File: config.mk
export PLATFORM = sky130hd
export DESIGN_NAME = brent_kung_prefix_pipe
export DESIGN_NICKNAME = d
export VERILOG_FILES = /design/src/rtl/brent_kung_prefix_pipe.sv
export SDC_FILE = /design/constraint.sdc
export NUM_CORES = 1
export LEC_CHECK = 0
export ABC_AREA = 1
export BUFFER_PORTS_ARGS = -buffer_cell sky130_fd_sc_hd__buf_2
export CORE_UTILIZATION = 45
export DETAILED_ROUTE_END_ITERATION = 12
export HOLD_SLACK_MARGIN = 0.05
export PLACE_DENSITY = 0.67
export SLEW_MARGIN = 20
export SYNTH_ARGS = -nofsm -noshare
export SYNTH_HDL_FRONTEND = slang
export SYNTH_SLANG_ARGS = --single-unit
export TNS_END_PERCENT = 100
File: constraint.sdc
create_clock -name CLK -period 1.9 [get_ports CLK]
set_input_delay 0.095 -clock CLK [delete_from_list [all_inputs] [get_ports CLK]]
set_output_delay 0.095 -clock CLK [all_outputs]
set_load 0.01 [all_outputs]
File: src/rtl/brent_kung_prefix_pipe.sv
// Brent-Kung 4-bit carry-prefix tree with valid/ready pipelining: up-sweep stage, then down-sweep and sum stage.
// Define BK_LATENCY1_EN to drop the up-sweep register stage and get single-cycle latency.
module brent_kung_prefix_pipe (
    input  logic       CLK,
    input  logic       RST,
    input  logic       IN_VALID,
    output logic       IN_READY,
    input  logic [4:0] P_IN,
    input  logic [4:0] G_IN,
    output logic       OUT_VALID,
    input  logic       OUT_READY,
    output logic [3:0] S,
    output logic       C_OUT
);
    logic       unusedP0;
    logic       g10Up, p32Up, g32Up, g30Up;
    logic [4:1] s2P;
    logic       s2G0, s2G2, s2G4, s2G10, s2G30, s2Valid;
    logic       ready2;
    logic       g20Dn, g40Dn;
    logic       v2_q, v2_d;
    logic [3:0] s_q, s_d;
    logic       c_q, c_d;

    // Position 0 is pure generate (carry-in), so its propagate bit has no meaning.
    assign unusedP0 = P_IN[0];

    assign g10Up  = G_IN[1] | (P_IN[1] & G_IN[0]);
    assign p32Up  = P_IN[3] & P_IN[2];
    assign g32Up  = G_IN[3] | (P_IN[3] & G_IN[2]);
    assign g30Up  = g32Up | (p32Up & g10Up);
    assign ready2 = !v2_q || OUT_READY;

`ifdef BK_LATENCY1_EN
    assign s2P      = P_IN[4:1];
    assign s2G0     = G_IN[0];
    assign s2G2     = G_IN[2];
    assign s2G4     = G_IN[4];
    assign s2G10    = g10Up;
    assign s2G30    = g30Up;
    assign s2Valid  = IN_VALID;
    assign IN_READY = !RST && ready2;
`else
    logic       v1_q, v1_d, ready1;
    logic [4:1] p_q;
    logic       g0_q, g2_q, g4_q, g10_q, g30_q;

    assign ready1   = !v1_q || ready2;
    assign IN_READY = !RST && ready1;
    assign v1_d     = ready1 ? IN_VALID : v1_q;

    // Up-sweep register stage; loads whenever it is empty or its contents move on.
    always_ff @(posedge CLK) begin
        if (RST) begin
            v1_q  <= 1'b0;
            p_q   <= '0;
            g0_q  <= 1'b0;
            g2_q  <= 1'b0;
            g4_q  <= 1'b0;
            g10_q <= 1'b0;
            g30_q <= 1'b0;
        end else begin
            v1_q <= v1_d;
            if (IN_VALID && ready1) begin
                p_q   <= P_IN[4:1];
                g0_q  <= G_IN[0];
                g2_q  <= G_IN[2];
                g4_q  <= G_IN[4];
                g10_q <= g10Up;
                g30_q <= g30Up;
            end
        end
    end

    assign s2P     = p_q;
    assign s2G0    = g0_q;
    assign s2G2    = g2_q;
    assign s2G4    = g4_q;
    assign s2G10   = g10_q;
    assign s2G30   = g30_q;
    assign s2Valid = v1_q;
`endif

    assign g20Dn = s2G2 | (s2P[2] & s2G10);
    assign g40Dn = s2G4 | (s2P[4] & s2G30);

    // Result registers only change on a stage-2 load, so a stalled output stays stable.
    always_comb begin
        v2_d = ready2 ? s2Valid : v2_q;
        s_d  = s_q;
        c_d  = c_q;
        if (s2Valid && ready2) begin
            s_d = {s2P[4] ^ s2G30, s2P[3] ^ g20Dn, s2P[2] ^ s2G10, s2P[1] ^ s2G0};
            c_d = g40Dn;
        end
    end

    always_ff @(posedge CLK) begin
        if (RST) begin
            v2_q <= 1'b0;
            s_q  <= '0;
            c_q  <= 1'b0;
        end else begin
            v2_q <= v2_d;
            s_q  <= s_d;
            c_q  <= c_d;
        end
    end

    assign OUT_VALID = v2_q && !RST;
    assign S         = s_q;
    assign C_OUT     = c_q;
endmodule

==> results of run 1 <==
worst register-to-register path, stage by stage (launching register included):
cell,delay (ns)
dfxtp_1,0.43
nand3_4,0.17
nand2_4,0.13
inv_2,0.07
nor2_1,0.10
nor2_1,0.05
cells in the final DEF (no fill, tap or decap):
cell	n
a21oi_1	5
nand2_4	1
o21ai_0	5
dfxtp_1	16
nor3_1	1
inv_1	11
buf_2	19
xor2_1	1
nand2_1	22
nor2_1	28
nand3_4	1
inv_2	1
clkbuf_4	3
ha_1	2
clkbuf_8	1
nand3b_1	7
dlygate4sd3_1	1
synth_stat cells:
cell type	instances	share of area
xor2_1	1	0.012
nand2_4	1	0.015
o21ai_0	5	0.034
buf_2	2	0.014
nand3_4	1	0.024
ha_1	2	0.034
a21oi_1	5	0.034
dfxtp_1	16	0.44
nor2_1	28	0.14
nor3_1	1	0.0068
inv_2	1	0.0051
inv_1	11	0.056
nand3b_1	7	0.072
nand2_1	22	0.11
worst paths after layout:
kind | start | endpoint
max | RST | IN_READY
min | G_IN[4] | g4_q$_SDFFE_PP0P_
min reg2reg | S[1]$_SDFFE_PP0P_ | S[1]$_SDFFE_PP0P_
max reg2reg | v2_q$_SDFFE_PP0P_ | g2_q$_SDFFE_PP0P_
sequential cells by signal, summed over array words and instances (netlist names):
register	cells
S	4
p_q	4
C_OUT	1
g0_q	1
g10_q	1
g2_q	1
g30_q	1
g4_q	1
s2Valid	1
v2_q	1
cell families (layout without fill, tap and decap cells):
logic type | count (synthesis) | in the layout
AND/OR/NAND/NOR | 60 | 60
flip-flops | 16 | 16
buffers and inverters | 14 | 36
AO/OA/AOI/OAI | 10 | 10
adder cells (fa/ha/maj) | 2 | 2
XOR/XNOR | 1 | 1
power by group through the flow:
stage / logic (mW) / clock network [mW] / registers, mW
6_report: 0.107 / 0.222 / 0.376
3_3_place_gp: 0.104 / 0 / 0.382
4_1_cts: 0.108 / 0.221 / 0.376
5_1_grt: 0.125 / 0.244 / 0.380
3_5_place_dp: 0.105 / 0 / 0.384
2_1_floorplan: 0.0683 / 0 / 0.386
layout make-up:
type | instances | area (µm²) | area share
clock buffers | 4 | 36.3 | 0.0410
inverters | 12 | 45.0 | 0.0509
flip-flops and latches | 16 | 320 | 0.362
repair buffers | 20 | 105 | 0.119
well taps | 16 | 20.0 | 0.0226
multi-input cells | 73 | 358 | 0.405
stage by stage:
step           hold slack [ns]  utilization  std cells
2_1_floorplan            0.164            -        103
3_5_place_dp             0.306        0.556        136
4_1_cts                  0.124        0.587        141
6_report                 0.119        0.587        141
3_3_place_gp             0.299        0.556        136
5_1_grt                  0.140        0.587        141
metal layers:
layer / track usage / wire length [µm]
met3: 0.0259 / 54
met4: 0.0750 / 14
met5: 0 / 0
met2: 0.252 / 581
met1: 0.221 / 614
==> impl_metrics.ini, run 1 <==
[power_and_ir_drop]
cellInternalPower_mw = 0.525
p_seq_frac = 0.534
p_total_mw = 0.704
p_leak_nw = 0.471
sw_frac_of_total = 0.254
p_sw_mw = 0.179
power_frac_clock = 0.315
ir_drop_mv = 0.427
p_comb_frac = 0.151
powerDensity_nw_per_um2 = 796

[sta]
fmax_ghz = 0.685
worst_pin_slew_ns = 0.413
rsz0062_at_grt = no
drv_slew = 0
min_period_over_period = 0.768
setup_violations = 0
hold_viol_final = 0
relSlewSlack = 0.725
finClkSkew_ns = 0.00496
finalCriticalPeriod_ns = 1.46
worst_slack_ns = 0.441
finalSetupTns_ns = 0

[setup_path]
max_stage_delay_ns = 0.53
cp.depth = 6
worstRegToRegCells = 5
cp_num_buf_inv = 5
crit_family = buffers and inverters
cp.required_ns = 1.80
worstPathArrival_ns = 1.36
end_kind = output port
start_kind = input port
cp_max_fo = 15
critPathSlowestCell = dlygate4sd3_1
path_cells = dlygate4sd3_1 > buf_2 > inv_1 > nand2_1 > inv_1 > buf_2
r2r_slack_ns = 0.85
timing_worst_setup_path_type = in -> out

[floorplanning]
initial_utilization = 0.487
io_pins = 21
core_um2 = 1510
die_w_um = 42.4
fp-row-count = 14
dieArea_um2 = 1790
die_h_um = 42.4

[clock_network]
cts.clk_slew.worst_paths_ns = 0.10
numCtsBuffers = 3
clock_latency_ns = 0.28
htree_levels = 1
cts_buffer_depth = 2
cts_setup_buffers = 0
clock-sinks = 16
cts_tree = done
postCtsHoldBufs = 1
cts_resized = 0
cts_root_buffer = clkbuf_4

[synth]
synth_xor_area_frac = 0.0119
syn_avg_cell_area_um2 = 7.12
yosysSeqAreaShare = 0.437
synth-compound-area-share = 0.0683
synth_top_family_by_area = simple AND/OR/NAND/NOR gates
synth.mux.area_fraction = 0
synth_cell_types = 14
yosysWarnings = 0
syn_area_um2 = 733
synth-simple-area-share = 0.374
syn_nets = 119
synthAdderAreaFrac = 0.0341
synthCells = 103
ys_seq_elements = 16

[global_routing]
overflow = 0
antenna_found_initial = 0
grt_pass1_wl_mm = 2.22
grt_pass1_vias = 553
grt_usage = 0.162
grt_max_degree = 16

[final_layout]
fill_cells = 168
final_area_um2 = 885
area_growth_syn_to_layout_pct = 20.6
antenna_cells = 0
final_nets = 142
layout-drive-gt1-share = 0.208

[routing]
num_vias = 655
drtIter0Drc = 9
drt-wirelength-per-cell_um = 8.97
drc = 0
vias_per_cell = 4.65
wirelength_mm = 1.27
ant_nets = 0
dr.pass1.iters = 3

[place]
io_buffers = 19
gp_congestion = 0.678
place_area_um2 = 838
dp_hpwl_um = 984
dp_slack_ns = 0.850

[run]
max-cap-violations = 0

[worst_hold_path]
hold_depth = 4
hp-class = in -> reg

[status]
outcome = complete, no violations
Note: power is estimated with default switching activity, not from simulation.
==> inputs of run 2 (changes only) <==
Clock period 1.9 ns to 1.52 ns, I/O delays scaled along.
==> impl_metrics.ini, run 2 (synthesis results as in run 1) <==
[status]
outcome = complete, no violations

[setup_path]
worstPathArrival_ns = 1.33
cp_max_fo = 15
end_kind = output port
start_kind = input port
critPathSlowestCell = dlygate4sd3_1
max_stage_delay_ns = 0.53
timing_worst_setup_path_type = in -> out
cp.required_ns = 1.44
r2r_slack_ns = 0.49
path_cells = dlygate4sd3_1 > buf_2 > inv_1 > nand2_1 > inv_1 > buf_2

[clock_network]
cts_buffer_depth = 2
cts.clk_slew.worst_paths_ns = 0.09
cts_resized = 0
htree_levels = 1
cts_tree = done
clock_latency_ns = 0.28
cts_root_buffer = clkbuf_4
numCtsBuffers = 3
clock-sinks = 16

[final_layout]
final_cell_mix = nor2_1, nand2_1, buf_2
final_area_um2 = 885
area_growth_syn_to_layout_pct = 20.6
final_nets = 142
layout-drive-gt1-share = 0.208
antenna_cells = 0
final_util = 0.587
mostFrequentLayoutCell = nor2_1

[sta]
min_period_over_period = 0.924
setup_violations = 0
fmax_ghz = 0.712
worst_pin_slew_ns = 0.401
finalCriticalPeriod_ns = 1.40
whs_ns = 0.112
relSlewSlack = 0.732
finClkSkew_ns = 0.00486
drv_slew = 0
rsz0062_at_grt = no
finalSetupTns_ns = 0
hold_viol_final = 0

[routing]
drc = 0
drt-wirelength-per-cell_um = 8.84
wirelength_mm = 1.25
ant_nets = 0
dr.pass1.iters = 4
vias_per_cell = 4.55
num_vias = 641
drtIter0Drc = 6

[place]
place_area_um2 = 838
gp_congestion = 0.678
io_buffers = 19
dp_hpwl_um = 965

[floorplanning]
die_h_um = 42.4
initial_utilization = 0.487
dieArea_um2 = 1790
io_pins = 21
fp-row-count = 14
core_um2 = 1510
die_w_um = 42.4

[power_and_ir_drop]
p_leak_nw = 0.471
powerDensity_nw_per_um2 = 992
p_total_mw = 0.878
ir_drop_mv = 0.544

[global_routing]
antenna_found_initial = 0
overflow = 0
grt_pass1_vias = 548
grt_pass1_wl_mm = 2.17
grt_usage = 0.160
grt_max_degree = 16

[run]
max-cap-violations = 0

[worst_hold_path]
hp-class = in -> reg
==> run 2: critical path, delay by kind of cell <==
kind | cells | cell delay, ns
simple gates | 1 | 0.10
buf+inv | 5 | 1.15
==> run 2: cell type report <==
cell class / instances / area, µm²
clock buffers: 4 / 36.3
repair buffers: 20 / 105
multi-input cells: 73 / 358
inverters: 12 / 45.0
well taps: 16 / 20.0
fillers: 150 / 622
flip-flops and latches: 16 / 320
==> run 2: repair_timing <==
item,in CTS,in global routing
hold endpoints to repair,2,0
setup buffers,0,0
hold buffers,1,0
==> run 2: per-layer routing <==
metal | global-route usage | routed length (µm)
met1 | 0.218 | 628
met2 | 0.237 | 553
met3 | 0.0388 | 49
met4 | 0.0750 | 16
met5 | 0 | 0
==> run 2: per-stage QoR <==
stage          instances  setup slack (ns)
2_1_floorplan        103             0.610
3_3_place_gp         136             0.522
3_5_place_dp         136             0.475
4_1_cts              141            0.0998
5_1_grt              141            0.0483
6_report             141             0.116
==> run 2: path summary, 6_finish.rpt <==
| check | startpoint | end | cells after the start |
|---|---|---|---|
| max | RST | IN_READY | 6 |
| min | G_IN[4] | g4_q$_SDFFE_PP0P_ | 4 |
| max reg2reg | v2_q$_SDFFE_PP0P_ | p_q[1]$_SDFFE_PP0P_ | 5 |
| min reg2reg | S[1]$_SDFFE_PP0P_ | S[1]$_SDFFE_PP0P_ | 2 |
==> run 2: where the power goes <==
part	switching [mW]	internal, mW
clock network	0.130	0.145
logic	0.0733	0.0595
registers	0.0189	0.451
total	0.222	0.656
==> inputs of run 3 (changes only) <==
Settings changed: BUFFER_PORTS_ARGS -buffer_cell sky130_fd_sc_hd__buf_2 to not set, DONT_BUFFER_PORTS set to 1, PLACE_DENSITY 0.67 to 0.56.
==> impl_metrics.ini, run 3 (synthesis results as in run 1) <==
[global_routing]
grt_pass1_wl_mm = 2.50
grt_usage = 0.191
grt_max_degree = 16
antenna_found_initial = 0
grt_pass1_vias = 626
overflow = 0

[final_layout]
area_growth_syn_to_layout_pct = 24.2
stdcell_count = 134
layout-drive-gt1-share = 0.0678
mostFrequentLayoutCell = nor2_1
final_util = 0.605
antenna_cells = 0
final_area_um2 = 911
final_cell_mix = nor2_1, nand2_1, dfxtp_1
final_nets = 135

[place]
place_inst = 117
place_area_um2 = 743
gp_congestion = 0.684
io_buffers = 0
dp_hpwl_um = 967
dp_slack_ns = 0.461

[clock_network]
clock_latency_ns = 0.29
numCtsBuffers = 3
cts_buffer_depth = 2
htree_levels = 1
cts_root_buffer = clkbuf_4
cts_setup_buffers = 0
cts.clk_slew.worst_paths_ns = 0.09
cts_tree = done
clock-sinks = 16

[power_and_ir_drop]
power_frac_clock = 0.316
cellInternalPower_mw = 0.659
sw_frac_of_total = 0.255
ir_drop_mv = 0.719
powerDensity_nw_per_um2 = 971
p_sw_mw = 0.225
p_comb_frac = 0.144
p_total_mw = 0.884
p_seq_frac = 0.539
p_leak_nw = 0.440

[floorplanning]
die_h_um = 42.4
initial_utilization = 0.487
fp-row-count = 14
dieArea_um2 = 1790
die_w_um = 42.4
core_um2 = 1510
io_pins = 21

[setup_path]
cp_max_fo = 10
start_kind = input port
cpMostUsedCell = dlygate4sd3_1
timing_worst_setup_path_type = in -> reg
path_cells = dlygate4sd3_1 > inv_1 > nand3_4 > nand2_4 > a21oi_1 > dlygate4sd3_1
cp.required_ns = 1.69
worstPathArrival_ns = 1.64
max_stage_delay_ns = 0.55
critPathSlowestCell = dlygate4sd3_1
end_kind = flip-flop

[sta]
drv_slew = 0
rsz0062_at_grt = no
finClkSkew_ns = 0.00655
hold_viol_final = 0
min_period_over_period = 0.963
whs_ns = 0.0773
worst_pin_slew_ns = 0.410
fmax_ghz = 0.683
worst_slack_ns = 0.0562
finalSetupTns_ns = 0
setup_violations = 0
relSlewSlack = 0.726
finalCriticalPeriod_ns = 1.46

[routing]
drc = 0
wirelength_mm = 1.44
vias_per_cell = 4.76
drt-wirelength-per-cell_um = 10.7
drtIter0Drc = 5
ant_nets = 0
num_vias = 638
dr.pass1.iters = 4

[run]
max-cap-violations = 0

[status]
outcome = complete, no violations

[worst_hold_path]
hp-class = in -> reg
[run 3: cell types whose count changed in the layout (fill, tap and decap cells not counted), sizes merged]
cell         previous run  this run
buf                    19         0
dlygate4sd3             1        13
[run 3: repair_timing]
action,4_1_cts,5_1_grt
hold buffers,13,0
gates resized for setup,0,1
endpoints found under the setup margin,0,1
endpoints found under the hold margin,11,0
[run 3: cell type report]
class / count / area (µm²)
Inverter: 12 / 45.0
Timing Repair Buffer: 13 / 130
Fill cell: 144 / 596
Tap cell: 16 / 20.0
Sequential cell: 16 / 322
Multi-Input combinational cell: 73 / 358
Clock buffer: 4 / 36.3
[run 3: layer usage]
| layer | global-route usage | share of wire | up-vias |
|---|---|---|---|
| met5 | 0 | 0 | - |
| met4 | 0.119 | 0.0091 | 0 |
| met3 | 0.0560 | 0.054 | 2 |
| met2 | 0.320 | 0.48 | 22 |
| met1 | 0.209 | 0.46 | 264 |
| li1 | - | - | 350 |
[run 3: path summary, 6_finish.rpt]
kind	startpoint	to	slack, ns	cells after the start
worst max-delay path	OUT_READY	s2Valid$_SDFFE_PP0P_	0.06	6
worst min-delay path	G_IN[0]	g10_q$_SDFFE_PP0P_	0.08	4
worst max register to register	s2Valid$_SDFFE_PP0P_	s2Valid$_SDFFE_PP0P_	0.09	4
worst min register to register	p_q[2]$_SDFFE_PP0P_	p_q[2]$_SDFFE_PP0P_	0.50	2
[run 3: power by group through the flow]
stage                     Sequential (mW)  Combinational (mW)  Clock, mW
after floorplan                     0.482              0.0854          0
after global placement              0.485              0.0948          0
after detailed placement            0.487              0.0962          0
after CTS                           0.477               0.127      0.292
after global routing                0.481               0.148      0.306
final                               0.477               0.128      0.280
[run 3: critical path: cells and delay by family]
| family | cells | cell delay (ns) |
|---|---|---|
| AO/OA/AOI/OAI | 1 | 0.07 |
| buffers and inverters | 3 | 1.20 |
| AND/OR/NAND/NOR | 2 | 0.28 |
